[config.mk]
export PLATFORM = sky130hd
export DESIGN_NAME = hazard_ctrl_unit
export DESIGN_NICKNAME = d
export VERILOG_FILES = /design/src/rtl/hazard_pkg.sv /design/src/rtl/hazard_mul_scoreboard.sv /design/src/rtl/hazard_ctrl_unit.sv
export SDC_FILE = /design/constraint.sdc
export NUM_CORES = 1
export LEC_CHECK = 0
export ABC_CLOCK_PERIOD_IN_PS = 2300
export CAP_MARGIN = 20
export CORE_ASPECT_RATIO = 1.75
export CORE_MARGIN = 8
export CORE_UTILIZATION = 34
export DETAILED_ROUTE_END_ITERATION = 7
export GPL_TIMING_DRIVEN = 0
export MAX_ROUTING_LAYER = met4
export PLACE_DENSITY = 0.69
export RECOVER_POWER = 100
export SLEW_MARGIN = 10
export SYNTH_ARGS = -nofsm -noshare
export SYNTH_HDL_FRONTEND = slang
export SYNTH_SLANG_ARGS = --single-unit
[constraint.sdc]
create_clock -name clk -period 2.3 [get_ports clk]
set_input_delay 0.345 -clock clk [delete_from_list [all_inputs] [get_ports clk]]
set_output_delay 0.345 -clock clk [all_outputs]
set_load 0.01 [all_outputs]
[src/rtl/hazard_pkg.sv]
// Shared hazard-control types: forwarding mux encodings,
// default register address width and the register match helper.
package hazard_pkg;

  localparam int REG_AW_DEF = 4;
  localparam int MAX_AW     = 8;

  localparam logic [1:0] FWD_RF = 2'b00;
  localparam logic [1:0] FWD_W  = 2'b01;
  localparam logic [1:0] FWD_M  = 2'b10;

  // Register 0 never matches when it is hard-wired zero.
  function automatic logic match(
    input logic [MAX_AW-1:0] x,
    input logic [MAX_AW-1:0] y,
    input logic              zr
  );
    return (x == y) && !(zr && (x == '0));
  endfunction

endpackage

[src/rtl/hazard_mul_scoreboard.sv]
// Multi-cycle multiplier scoreboard: latency counter, pending destination.
// Ports: fire_* (issuing multiply), mul_busy/mul_wb/mul_wb_rd, pend_vld/pend_rd.
module hazard_mul_scoreboard
  import hazard_pkg::*;
#(
  parameter int REG_AW   = REG_AW_DEF,
  parameter int MUL_LAT  = 3,
  parameter int ZERO_REG = 1
) (
  input  logic              clk,
  input  logic              reset,
  input  logic              fire_mul,
  input  logic              fire_we,
  input  logic [REG_AW-1:0] fire_rd,
  output logic              mul_busy,
  output logic              mul_wb,
  output logic [REG_AW-1:0] mul_wb_rd,
  output logic              pend_vld,
  output logic [REG_AW-1:0] pend_rd
);

  localparam int   CW = $clog2(MUL_LAT + 1);
  localparam logic ZR = (ZERO_REG != 0);

  logic [CW-1:0]     mul_cnt_q, mul_cnt_d;
  logic              pend_vld_q, pend_vld_d;
  logic [REG_AW-1:0] pend_rd_q, pend_rd_d;
  logic              fire_wr;

  assign fire_wr = fire_we && !(ZR && (fire_rd == '0));

  always_comb begin
    mul_cnt_d  = mul_cnt_q;
    pend_vld_d = pend_vld_q;
    pend_rd_d  = pend_rd_q;
    if (mul_cnt_q != '0) mul_cnt_d = mul_cnt_q - CW'(1);
    if (mul_cnt_q == CW'(1)) pend_vld_d = 1'b0;
    // A new issue on the completion cycle wins over the clear.
    if (fire_mul) begin
      mul_cnt_d  = CW'(MUL_LAT);
      pend_vld_d = fire_wr;
      if (fire_wr) pend_rd_d = fire_rd;
    end
  end

  always_ff @(posedge clk) begin
    if (reset) begin
      mul_cnt_q  <= '0;
      pend_vld_q <= 1'b0;
      pend_rd_q  <= '0;
    end else begin
      mul_cnt_q  <= mul_cnt_d;
      pend_vld_q <= pend_vld_d;
      pend_rd_q  <= pend_rd_d;
    end
  end

  assign mul_busy  = (mul_cnt_q != '0);
  assign mul_wb    = (mul_cnt_q == CW'(1));
  assign mul_wb_rd = mul_wb ? pend_rd_q : '0;
  assign pend_vld  = pend_vld_q;
  assign pend_rd   = pend_rd_q;

endmodule

[src/rtl/hazard_ctrl_unit.sv]
// Pipeline hazard controller: load-use/mul stalls, M/W->E forwarding, branch flush window.
// Ports: D/E/M/W register info in; stall/flush/forward selects and mul status out.
module hazard_ctrl_unit
  import hazard_pkg::*;
#(
  parameter int REG_AW      = REG_AW_DEF,
  parameter int MUL_LAT     = 3,
  parameter int FLUSH_EXTRA = 2,
  parameter int ZERO_REG    = 1
) (
  input  logic              clk,
  input  logic              reset,
  input  logic [REG_AW-1:0] rs1_d,
  input  logic [REG_AW-1:0] rs2_d,
  input  logic              rs1_vld_d,
  input  logic              rs2_vld_d,
  input  logic [REG_AW-1:0] rd_d,
  input  logic              we_d,
  input  logic              mul_d,
  input  logic [REG_AW-1:0] rs1_e,
  input  logic [REG_AW-1:0] rs2_e,
  input  logic [REG_AW-1:0] rd_e,
  input  logic              we_e,
  input  logic              load_e,
  input  logic [REG_AW-1:0] rd_m,
  input  logic              we_m,
  input  logic [REG_AW-1:0] rd_w,
  input  logic              we_w,
  input  logic              branch_taken_e,
  output logic              stall_f,
  output logic              stall_d,
  output logic              flush_ctrl_d,
  output logic              flush_d,
  output logic              flush_e,
  output logic [1:0]        fwd_a_e,
  output logic [1:0]        fwd_b_e,
  output logic              mul_busy,
  output logic              mul_wb,
  output logic [REG_AW-1:0] mul_wb_rd
);

  localparam logic ZR  = (ZERO_REG != 0);
  localparam int   FCW = 4;

  function automatic logic m(
    input logic [REG_AW-1:0] x,
    input logic [REG_AW-1:0] y
  );
    return match(MAX_AW'(x), MAX_AW'(y), ZR);
  endfunction

  logic [FCW-1:0]    flush_cnt_q, flush_cnt_d;
  logic              flush_act, stall_any, stall;
  logic              lu, raw, waw, strc, fire;
  logic              sb_busy, sb_wb, pend_vld;
  logic [REG_AW-1:0] sb_wb_rd, pend_rd;
  logic [1:0]        fa, fb;

  always_comb begin
    fa = FWD_RF;
    if (we_m && m(rs1_e, rd_m))      fa = FWD_M;
    else if (we_w && m(rs1_e, rd_w)) fa = FWD_W;
    fb = FWD_RF;
    if (we_m && m(rs2_e, rd_m))      fb = FWD_M;
    else if (we_w && m(rs2_e, rd_w)) fb = FWD_W;
  end

  always_comb begin
    lu  = we_e && load_e &&
          ((rs1_vld_d && m(rs1_d, rd_e)) ||
           (rs2_vld_d && m(rs2_d, rd_e)));
    raw = pend_vld &&
          ((rs1_vld_d && m(rs1_d, pend_rd)) ||
           (rs2_vld_d && m(rs2_d, pend_rd)));
    waw = pend_vld && we_d && m(rd_d, pend_rd);
    // Issue is allowed on the completion cycle of the previous multiply.
    strc = mul_d && sb_busy && !sb_wb;
    stall_any = lu || raw || waw || strc;
  end

  assign flush_act = branch_taken_e || (flush_cnt_q != '0);
  assign stall     = stall_any && !flush_act;
  assign fire      = mul_d && !stall && !flush_act && !reset;

  always_comb begin
    flush_cnt_d = flush_cnt_q;
    if (branch_taken_e)            flush_cnt_d = FCW'(FLUSH_EXTRA);
    else if (flush_cnt_q != '0)    flush_cnt_d = flush_cnt_q - FCW'(1);
  end

  always_ff @(posedge clk) begin
    if (reset) flush_cnt_q <= '0;
    else       flush_cnt_q <= flush_cnt_d;
  end

  hazard_mul_scoreboard #(
    .REG_AW   (REG_AW),
    .MUL_LAT  (MUL_LAT),
    .ZERO_REG (ZERO_REG)
  ) u_sb (
    .clk       (clk),
    .reset     (reset),
    .fire_mul  (fire),
    .fire_we   (we_d),
    .fire_rd   (rd_d),
    .mul_busy  (sb_busy),
    .mul_wb    (sb_wb),
    .mul_wb_rd (sb_wb_rd),
    .pend_vld  (pend_vld),
    .pend_rd   (pend_rd)
  );

  // Everything reads as idle while reset is held.
  assign stall_f      = !reset && stall;
  assign stall_d      = !reset && stall;
  assign flush_ctrl_d = !reset && stall;
  assign flush_d      = !reset && flush_act;
  assign flush_e      = !reset && flush_act;
  assign fwd_a_e      = reset ? FWD_RF : fa;
  assign fwd_b_e      = reset ? FWD_RF : fb;
  assign mul_busy     = !reset && sb_busy;
  assign mul_wb       = !reset && sb_wb;
  assign mul_wb_rd    = reset ? '0 : sb_wb_rd;

endmodule

### After elaboration in Yosys (flattened, before gate mapping)

Index checks and enable logic that the tools add are counted.

* add/sub/neg operators: 2
* equal/unequal tests: 10
* muxes and demuxes: 14
* reductions and logical operators: 60

Operators with widths (count)
* $eq A4 B4 Y1: 9
* $logic_and A1 B1 Y1: 33
* $logic_not A4 Y1: 5
* $mux W2: 8
* $logic_not A1 Y1: 9
* $mux W4: 2
* $reduce_bool A2 Y1: 4
* $logic_or A1 B1 Y1: 6
* $mux W1: 4
* $reduce_bool A4 Y1: 1
* $sub A4 B1 Y4 const B: 1
* $eq A2 B1 Y1 const B: 1
* $reduce_and A2 Y1: 1
* $reduce_or A2 Y1: 1
* $sub A2 B1 Y2 const B: 1

* bits in registers: 11
* bits of input ports: 43
* output and inout port bits: 15
* logic and storage cells: 91

### Logic depth before layout (Yosys ltp)

* word-level depth: 15
* depth in mapped cells: 8
* depth with buffers taken out: 8

### Hierarchy

Synthesis repeated with hierarchy kept, for this count alone.

* cells, all modules: 135
* area total of the unflattened synthesis: 1072.3 um^2

Modules (own cells, without submodules)
* hazard_ctrl_unit: instances 1, cells each 103, area an instance 743.2 um^2, seq. area each 80.1 um^2
* hazard_mul_scoreboard: instances 1, cells each 32, area an instance 329.1 um^2, seq. area each 140.1 um^2

### Least setup slack after synthesis

Ideal clock, no wire load.

* kind: in2out
* start: in rd_e[1]
* end: out stall_d
* arrival: 1.655 ns
* path slack: 0.300 ns
* stages on the path: 5
* path buffers: 1
* path through: xnor2_1 -> nand3_1 -> o41a_2 -> a31oi_1 -> buf_4

* longest elaborated chain between the ends: 10
* elaborated cells on any way between the ends: 13

RTL lines
* start, declared: RTL line hazard_ctrl_unit.sv:22 `input logic [REG_AW-1:0] rd_e,`
* $eq A4 B4 Y1: RTL line hazard_pkg.sv:18 `return (x == y) && !(zr && (x == '0));`
* $logic_and A1 B1 Y1: RTL line hazard_pkg.sv:18
* $logic_and A1 B1 Y1 (on tied branches): RTL line hazard_ctrl_unit.sv:70, hazard_ctrl_unit.sv:71
* $logic_or A1 B1 Y1 *: RTL line hazard_ctrl_unit.sv:70 `((rs1_vld_d && m(rs1_d, rd_e)) ||`
* $logic_and A1 B1 Y1 *: RTL line hazard_ctrl_unit.sv:69 `lu = we_e && load_e &&`
* $logic_or A1 B1 Y1 * (3 in a row): RTL line hazard_ctrl_unit.sv:78 `stall_any = lu || raw || waw || strc;`
* $logic_and A1 B1 Y1 *: RTL line hazard_ctrl_unit.sv:82 `assign stall = stall_any && !flush_act;`
* $logic_and A1 B1 Y1 *
* end, declared: RTL line hazard_ctrl_unit.sv:31 `output logic stall_d,`

Every way passes the cells marked *; elsewhere a longest branch is shown, timed or not.

### Final worst setup path

* start: in we_d
* end: out stall_f

* longest elaborated chain between the ends: 6

RTL lines
* start, declared: RTL line hazard_ctrl_unit.sv:18 `input logic we_d,`
* $logic_and A1 B1 Y1 (2 in a row): RTL line hazard_ctrl_unit.sv:75 `waw = pend_vld && we_d && m(rd_d, pend_rd);`
* $logic_or A1 B1 Y1 (2 in a row): RTL line hazard_ctrl_unit.sv:78
* $logic_and A1 B1 Y1: RTL line hazard_ctrl_unit.sv:82
* $logic_and A1 B1 Y1: RTL line hazard_ctrl_unit.sv:114 `assign stall_f = !reset && stall;`
* end, declared: RTL line hazard_ctrl_unit.sv:30 `output logic stall_f,`

Every way passes these cells.

==> impl_metrics.csv <==
group,metric,value,unit
yosys,avgSynthCellArea,8.23,um^2
floorplanning,dieWidth,60.3,um
yosys,ys_types,35,
yosys,synthMuxAreaShare,2.25,%
worst_hold_path,worstHoldPathType,"reg2reg",
yosys,synth_fa_ha_area_share,2.14,%
sta,layout_min_cycle_time,2.23,ns
pwr,power,832,uW
yosys,synth-simple-area-share,27.4,%
final_layout,area_delta_synth_final,59.6,%
sta,finalCritPeriodShare,97.1,%
yosys,syn_area,1170,um^2
placed_design,preCtsSetupSlack,-0.845,ns
yosys,synth_top_family_by_area,"simple AND/OR/NAND/NOR gates",
cts,clk_pin_slew,0.05,ns
yosys,synth-compound-area-share,20.8,%
drt,num_vias,1372,
final_layout,final_layout_size_suffix_gt1_share,14.4,%
worst_setup_path,arrival,1.89,ns
drt,detail_route.wl_per_cell,16.7,um
grt,grt_overflow,0,
final_layout,diodes,0,
final_layout,fillers,329,
floorplanning,die_h,93.6,um
sta,skew,0.00409,ns
final_layout,layout_common_cells,"clkdlybuf4s50_1 (29), xnor2_1 (22), dlygate4sd2_1 (19)",
run,drv_cap,0,
sta,worst_pin_slew,0.795,ns
drt,dr.first_iter.drc_count,44,
sta,rsz0062_at_grt,"false",
grt,antenna_found_initial,0,
status,status,"finished, final reports clean",
cts,cts_tree,"done",
sta,fmax,448,MHz
yosys,netlist_instances,142,
worst_setup_path,start_kind,"input port",
sta,relSlewSlack,46.3,%
pwr,leakage,0.000711,uW
final_layout,layout_commonest_cell,"clkdlybuf4s50_1",
cts,numCtsBuffers,3,
yosys,yosysTopAreaCellShare,18.8,%
cts,htree_levels,1,
drt,wl,4.24,mm
final_layout,fin_util,56.1,%
floorplanning,start_util,35.1,%
floorplanning,die_area,5640,um^2
pwr,ir_drop,0.000338,V
floorplanning,coreArea,3330,um^2
worst_setup_path,cp-end-kind,"output pin",
worst_setup_path,r2r_slack,0.37,ns
yosys,synthTopCellsByArea,"dfxtp_1 (19%), xnor2_1 (16%), xor2_1 (8.2%), nor3_1 (6.4%), a21oi_1 (5.6%)",
yosys,syn_nets,187,
yosys,yosys_register_bits,11,
drt,viasPerCell,5.40,
placed_design,dpl_cell_area,1800,um^2
cts,postCtsHoldBufs,0,
final_layout,nets,255,
pwr,power_density,446,nW/um^2
worst_setup_path,path_max_fanout,3,
sta,finalSetupViolCount,0,
placed_design,gp_congestion,0.837,
cts,cts-root-buf,"clkbuf_8",
cts,clockBufferDepth,2,
placed_design,hpwl,3.45,mm
worst_setup_path,crit_type,"in2out",
cts,clock-sinks,11,
drt,drtAntennaViolNets,0,
yosys,synth_top_cell_by_area,"dfxtp_1",
grt,grt_max_degree,11,
grt,grt_pass1_wl,6.76,mm
worst_setup_path,required,1.96,ns
yosys,synthXorXnorAreaFrac,24.7,%
floorplanning,num_rows,28,
sta,whs,0.502,ns
yosys,yosysWarnings,0,
placed_design,port_buffers,57,
cts,clkLatencyLatePin,0.24,ns
final_layout,final_area,1870,um^2
yosys,seq_area_frac_synth,18.8,%
sta,final_hold_viol_count,0,
floorplanning,boundaryPins,58,
grt,grt_pass1_vias,1496,
drt,dr.pass1.iters,4,
drt,drcViolationCount,0,
sta,slew_violations,0,
sta,fin_ws,0.0657,ns
grt,grt_usage,15.6,%
==> critical path, cell delays in order <==
cell	delay, ns
clkdlybuf4s50_1	0.46
o41a_1	0.18
nand3_2	0.10
o31a_4	0.31
a31oi_4	0.18
buf_6	0.12
clkdlybuf4s15_2	0.21
==> path summary, 6_finish.rpt <==
kind | start | end | cells past startpoint
max | we_d | stall_f | 7
min | flush_cnt_q[3] | flush_cnt_q[3] | 2
max reg2reg | flush_cnt_q[0] | u_sb.pend_rd[2] | 6
min reg2reg | flush_cnt_q[3] | flush_cnt_q[3] | 2
==> per-layer routing <==
layer | routed length [um] | GRT usage, % | up-vias | part of all wire, %
li1 | - | - | 661 | -
met1 | 1440 | 13.2 | 641 | 34
met2 | 2370 | 29.7 | 62 | 56
met3 | 341 | 3.71 | 8 | 8.0
met4 | 91 | 7.41 | 0 | 2.1
met5 | 0 | - | - | 0
==> where the power goes <==
part	internal (uW)	leakage (uW)	switching, uW
Combinational	213	0.000598	187
Clock	122	0.0000228	76.6
Sequential	213	0.0000896	20.2
Total	548	0.000711	284
==> through the flow <==
step           cells  TNS [ns]
4_1_cts          252         0
2_1_floorplan    142         0
3_5_place_dp     244     -3.06
5_1_grt          254         0
6_report         254         0
3_3_place_gp     244     -2.72
==> sequential cells by signal, summed over array words and instances (netlist names) <==
| name | cells |
|---|---|
| u_sb.mul_cnt_q | 2 |
| flush_cnt_q | 4 |
| u_sb.pend_vld | 1 |
| u_sb.pend_rd | 4 |
==> synthesized netlist by cell type, drive strengths merged <==
| cell | n |
|---|---|
| nor3b | 2 |
| nor2b | 2 |
| a31oi | 3 |
| nand3 | 3 |
| o31ai | 5 |
| nor3 | 15 |
| and2 | 6 |
| and3 | 1 |
| xor2 | 11 |
| o31a | 1 |
| dfxtp | 11 |
| nand4b | 1 |
| nor2 | 9 |
| o21ai | 2 |
| a21boi | 1 |
| inv | 3 |
| mux2 | 2 |
| a21oi | 13 |
| xnor2 | 22 |
| o41a | 3 |
| nor4 | 2 |
| buf | 4 |
| o41ai | 2 |
| nand2 | 6 |
| ha | 2 |
| nand4 | 10 |
==> cell type report <==
cell class	instances	area, um^2	share of cell area (%)
well taps	45	56.3	3.02
multi-input cells	124	922	49.4
clock buffers	4	45.0	2.41
inverters	3	11.3	0.604
flip-flops and latches	11	220	11.8
plain buffers	4	37.5	2.01
repair buffers	63	573	30.7
==> cells by family after synthesis <==
group / after synthesis
muxes: 2
and+or+nand+nor: 57
adders and majority gates: 2
AOI/OAI and AO/OA: 30
buffers and inverters: 7
xor gates and xnor gates: 33
DFF: 11
==> timing repair <==
action | 4_1_cts | 5_1_grt
gates resized for setup | 39 | 8
setup endpoints to repair | 12 | 3
setup buffers | 4 | 2
pin swaps | 10 | 6
Note: power is estimated with default switching activity, not from simulation.
==> patch 1, RTL diff (same flow settings) <==
`ZERO_REG` is set to 1 in 2 places; all go to 0.
--- a/src/rtl/hazard_mul_scoreboard.sv
+++ b/src/rtl/hazard_mul_scoreboard.sv
@@ -5,7 +5,7 @@
 #(
   parameter int REG_AW   = REG_AW_DEF,
   parameter int MUL_LAT  = 3,
-  parameter int ZERO_REG = 1
+  parameter int ZERO_REG = 0
 ) (
   input  logic              clk,
   input  logic              reset,
--- a/src/rtl/hazard_ctrl_unit.sv
+++ b/src/rtl/hazard_ctrl_unit.sv
@@ -6,7 +6,7 @@
   parameter int REG_AW      = REG_AW_DEF,
   parameter int MUL_LAT     = 3,
   parameter int FLUSH_EXTRA = 2,
-  parameter int ZERO_REG    = 1
+  parameter int ZERO_REG    = 0
 ) (
   input  logic              clk,
   input  logic              reset,
Check against the original RTL: not equivalent (Yosys sat finds a counterexample within 4 cycles, from zero or initial values and one cycle with reset high).
==> patch 1 against the original RTL <==
Die area shrank 8.1%; total power decreased by 1.4%; clock power down 7%; routed wire length decreased by 6.5%; worst setup slack worse by 8.7 ps; area after synthesis decreased by 10%; sequential cell count is the same; cell area decreased by 7.9%; largest cell class unchanged.
==> patch 1: results (changes against the original RTL) <==
[cts]
cts.path.max_buffers = 2  ; unchanged

[synth]
synth_commonest_cells = 27 x xor2_1, 11 x dfxtp_1, 10 x xnor2_1  ; was 22 x xnor2_1, 15 x nor3_1, 13 x a21oi_1
yosysUniqueCellTypes = 33  ; was 35
muxShareOfSynthArea_pct = 1.07  ; was 2.25%
syn_inst = 127  ; was 142
seq_area_frac_synth_pct = 21.0  ; was 18.8%
synthTopCellsByArea = xor2_1 23%, dfxtp_1 21%, xnor2_1 8.4%, a21oi_1 4.3%, nand3_1 3.8%  ; was dfxtp_1 19%, xnor2_1 16%, xor2_1 8.2%, nor3_1 6.4%, a21oi_1 5.6%
yosys.area_share.adder_pct = 2.39  ; was 2.14%
syn_nets = 172  ; was 187

[worst_setup_path]
rr_startpoint = u_sb.mul_cnt_q[0]$_SDFFE_PP0P_  ; was flush_cnt_q[0]$_SDFFE_PP0P_
rrSetupSlack_ps = 430  ; was 370 ps
r2r_end = u_sb.pend_vld$_SDFFE_PP0P_  ; was u_sb.pend_rd[2]$_SDFFE_PP0P_
r2r_cells = 8  ; was 6
startpoint = rs1_vld_d  ; was we_d

[pwr]
power_frac_clock_pct = 22.6  ; was 23.9%
swShare_pct = 33.8  ; was 34.1%
ir_drop_uv = 303  ; was 338 uV
p_leak_nw = 0.758  ; was 0.711 nW
seq_power_share_pct = 28.1  ; was 28.0%

[final_layout]
nNonClkBuffers = 65  ; was 67
multi_input_comb_cells = 107  ; was 124
drive_gt1_share_pct = 14.2  ; was 14.4%
final_core_util_pct = 58.7  ; was 56.1%
num-fill-cells = 295  ; was 329
fin_cells = 218  ; was 254
buf_share_pct = 34.8  ; was 32.7%
nNetsFinal = 236  ; was 255
clk_share_pct = 2.62  ; was 2.41%

[sta]
hold_ws_ps = 502  ; about the same
tightest_slew_ps = 427  ; was 795 ps
fin_crit_sh_pct = 97.5  ; was 97.1%

[placed_design]
gp_congestion = 0.835  ; was 0.837
io_buffers = 56  ; was 57
place_area_mm2 = 0.00164  ; was 0.00180 mm2
place_ws_ps = -562  ; was -845 ps
dp.final_hpwl_mm = 3.32  ; was 3.45 mm

[detailed_routing]
post_drt_wl_per_cell_um = 18.2  ; was 16.7 um
vias_per_cell = 5.43  ; was 5.40
drt_iter0_drc = 11  ; was 44

[outcome]
status = finished, final reports clean  ; unchanged

[global_routing]
grt_pass1_vias = 1350  ; was 1496
grtUsageTotal_pct = 16.0  ; was 15.6%
grt_first_pass_wirelength_mm = 6.28  ; was 6.76 mm

[hold_path]
hold_start = reset  ; was flush_cnt_q[3]$_SDFFE_PP0P_

patch 1: worst max-delay path, cell delays in order:
cell and delay [ps]:
clkdlybuf4s50_1 490, nand4_1 120, or4_4 450, nand2_2 80, o211a_1 190, buf_4 110, buf_2 110
patch 1: cells by family (layout without fill, tap and decap cells):
logic type      count (synthesis)  after routing
simple gates                   47             47
xor+xnor                       37             37
flops                          11             11
buf+inv                         9             72
mux                             1              1
fa+ha+maj                       2              2
compound gates                 20             20
patch 1: metal layers:
layer / global-route usage, % / up-vias / routed length (um) / part of all wire [%]
met4: 6.50 / 0 / 76 / 1.9
met5: - / - / 0 / 0
met1: 12.7 / 548 / 1340 / 34
li1: - / 575 / - / -
met3: 1.73 / 4 / 172 / 4.3
met2: 34.6 / 56 / 2370 / 60
patch 1: repair_timing:
item	CTS	global route
setup buffers	2	1
endpoints found under the hold margin	0	0
resized for setup	32	9
pin swaps	6	7
setup endpoints to repair	7	6
==> patch 2, RTL diff (same settings) <==
Without the edit above. Reset style: asynchronous (`reset`), changed in 2 clocked blocks.
--- a/src/rtl/hazard_mul_scoreboard.sv
+++ b/src/rtl/hazard_mul_scoreboard.sv
@@ -43,7 +43,7 @@
     end
   end
 
-  always_ff @(posedge clk) begin
+  always_ff @(posedge clk or posedge reset) begin
     if (reset) begin
       mul_cnt_q  <= '0;
       pend_vld_q <= 1'b0;
--- a/src/rtl/hazard_ctrl_unit.sv
+++ b/src/rtl/hazard_ctrl_unit.sv
@@ -88,7 +88,7 @@
     else if (flush_cnt_q != '0)    flush_cnt_d = flush_cnt_q - FCW'(1);
   end
 
-  always_ff @(posedge clk) begin
+  always_ff @(posedge clk or posedge reset) begin
     if (reset) flush_cnt_q <= '0;
     else       flush_cnt_q <= flush_cnt_d;
   end
Behaviour: same outputs for any inputs over 10 cycles, from zero or initial values and one cycle with reset high; that may be too few to reach the edited logic, so the function may still have changed.
==> patch 2 against the original RTL <==
Routed wire length down 8.2%; cell area grew 2.3%; worst setup slack lost 43 ps; synthesized cell count is 5.6% lower; first-iteration DRC count down 77%; count of clock-buffer cells in the layout is the same; via count down 9.3%; area after synthesis is 0.86% lower; hold slack got worse by 200 ps; cell count shrank 4.3%; total power up 49%; sequential cell count unchanged; critical path type unchanged; largest cell class unchanged; highest routed layer unchanged.
==> patch 2: results (changes against the original RTL) <==
[outcome]
status = finished, final reports clean  ; unchanged

[placed_design]
dp.final_hpwl_mm = 3.28  ; was 3.45 mm
place_ws_ps = -992  ; was -845 ps
io_buffers = 56  ; was 57
gp_congestion = 0.834  ; was 0.837

[detailed_routing]
post_drt_wl_per_cell_um = 16.0  ; was 16.7 um
drt_iter0_drc = 10  ; was 44
dr.pass1.iters = 3  ; was 4
vias_per_cell = 5.12  ; was 5.40

[global_routing]
grt_util_met3_pct = 3.44  ; was 3.71%
grt_first_pass_wirelength_mm = 6.33  ; was 6.76 mm
grt_pass1_vias = 1417  ; was 1496
grt_max_degree = 12  ; was 11
use_met1_pct = 13.7  ; was 13.2%
grtUsageTotal_pct = 15.1  ; was 15.6%

[synth]
yosys.area_share.adder_pct = 3.24  ; was 2.14%
synthTopCellsByArea = dfrtp_1 24%, xnor2_1 20%, nor3_1 7.3%, xor2_1 5.3%, mux2_4 5.2%  ; was dfxtp_1 19%, xnor2_1 16%, xor2_1 8.2%, nor3_1 6.4%, a21oi_1 5.6%
synth_xor_area_share_pct = 24.9  ; was 24.7%
synth_commonest_cells = 26 x xnor2_1, 17 x nor3_1, 11 x dfrtp_1  ; was 22 x xnor2_1, 15 x nor3_1, 13 x a21oi_1
async_flop_share_pct = 100  ; was 0%
seq_area_frac_synth_pct = 23.8  ; was 18.8%
muxShareOfSynthArea_pct = 7.13  ; was 2.25%
yosysUniqueCellTypes = 32  ; was 35
syn_nets = 180  ; was 187

[worst_setup_path]
cp_slowest_stage_delay_ps = 510  ; was 460 ps
r2r_cells = 7  ; was 6
rrSetupSlack_ps = 250  ; was 370 ps
crit_arrival_ps = 1930  ; was 1890 ps
r2r_end = u_sb.pend_rd[3]$_DFFE_PP0P_  ; was u_sb.pend_rd[2]$_SDFFE_PP0P_
rr_startpoint = flush_cnt_q[0]$_DFFE_PP0P_  ; was flush_cnt_q[0]$_SDFFE_PP0P_

[final_layout]
nNetsFinal = 245  ; was 255
num-fill-cells = 301  ; was 329
drive_gt1_share_pct = 19.7  ; was 14.4%

[pwr]
p_leak_nw = 0.797  ; was 0.711 nW
ir_drop_uv = 291  ; was 338 uV

[sta]
hold_ws_ps = 303  ; was 502 ps
finClkSkew_ps = 2.14  ; was 4.09 ps

-- patch 2: cell types whose count changed after synthesis, moves of 5 or more --
| cell | delta |
|---|---|
| o31ai_1 | -5 |
| nand4_1 | -5 |
| a21oi_1 | -8 |
| dfrtp_1 | +11 |
| dfxtp_1 | -11 |
| nand3_1 | +5 |
-- patch 2: timing repair --
action / CTS / global route
setup buffers: 3 / 1
pin swaps: 12 / 6
resized for setup: 45 / 16
endpoints found under the setup margin: 7 / 6
-- patch 2: stage by stage --
step | setup TNS (ps) | instance area, um2 | cells
detailed placement | -3910 | 1780 | 235
global route | -139 | 1910 | 243
CTS | -186 | 1880 | 242
global placement | -3540 | 1780 | 235
floorplan | 0 | 1160 | 134
finish | 0 | 1910 | 243
-- patch 2: logic make-up after synthesis --
group	after synthesis
buffers and inverters	10
xor gates and xnor gates	33
adders and majority gates	3
muxes	6
DFF	11
and+or+nand+nor	58
AOI/OAI and AO/OA	13
-- patch 2: critical path, delay by kind of cell --
kind            cells  cell delay [ps]
buf+inv             3              780
compound gates      2              490
simple gates        2              320
-- patch 2: worst max path at each step --
stage	from	endpoint	slack, ps	depth (start not counted)
after global routing	u_sb.pend_rd[2]$_DFFE_PP0P_	stall_f	-70	7
after CTS	u_sb.pend_rd[2]$_DFFE_PP0P_	stall_f	-80	7
after global placement	rs2_d[0]	stall_f	-900	8
final	rs1_vld_d	stall_f	20	7
after detailed placement	rs2_d[2]	stall_f	-990	8
after floorplan	u_sb.pend_rd[1]$_DFFE_PP0P_	stall_d	170	5
-- patch 2: where the power goes --
part | total (W) | internal, W | switching [W] | leakage (nW)
Sequential | 0.000389 | 0.000279 | 0.000110 | 0.135
Combinational | 0.000663 | 0.000361 | 0.000303 | 0.640
Clock | 0.000190 | 0.000121 | 0.0000688 | 0.0228
-- patch 2: area by class of cell --
class | instances | area share, %
multi-input combinational | 113 | 47.9
timing repair buffer | 60 | 29.5
sequential | 11 | 14.7
tap | 45 | 2.95
clock buffer | 4 | 2.36
buffer | 4 | 1.38
inverter | 6 | 1.18
-- patch 2: per-layer routing --
| metal | vias up | share of wire (%) |
|---|---|---|
| met2 | 67 | 52 |
| met4 | 0 | 4.7 |
| met1 | 563 | 36 |
| li1 | 601 | - |
| met5 | - | 0 |
| met3 | 13 | 6.8 |
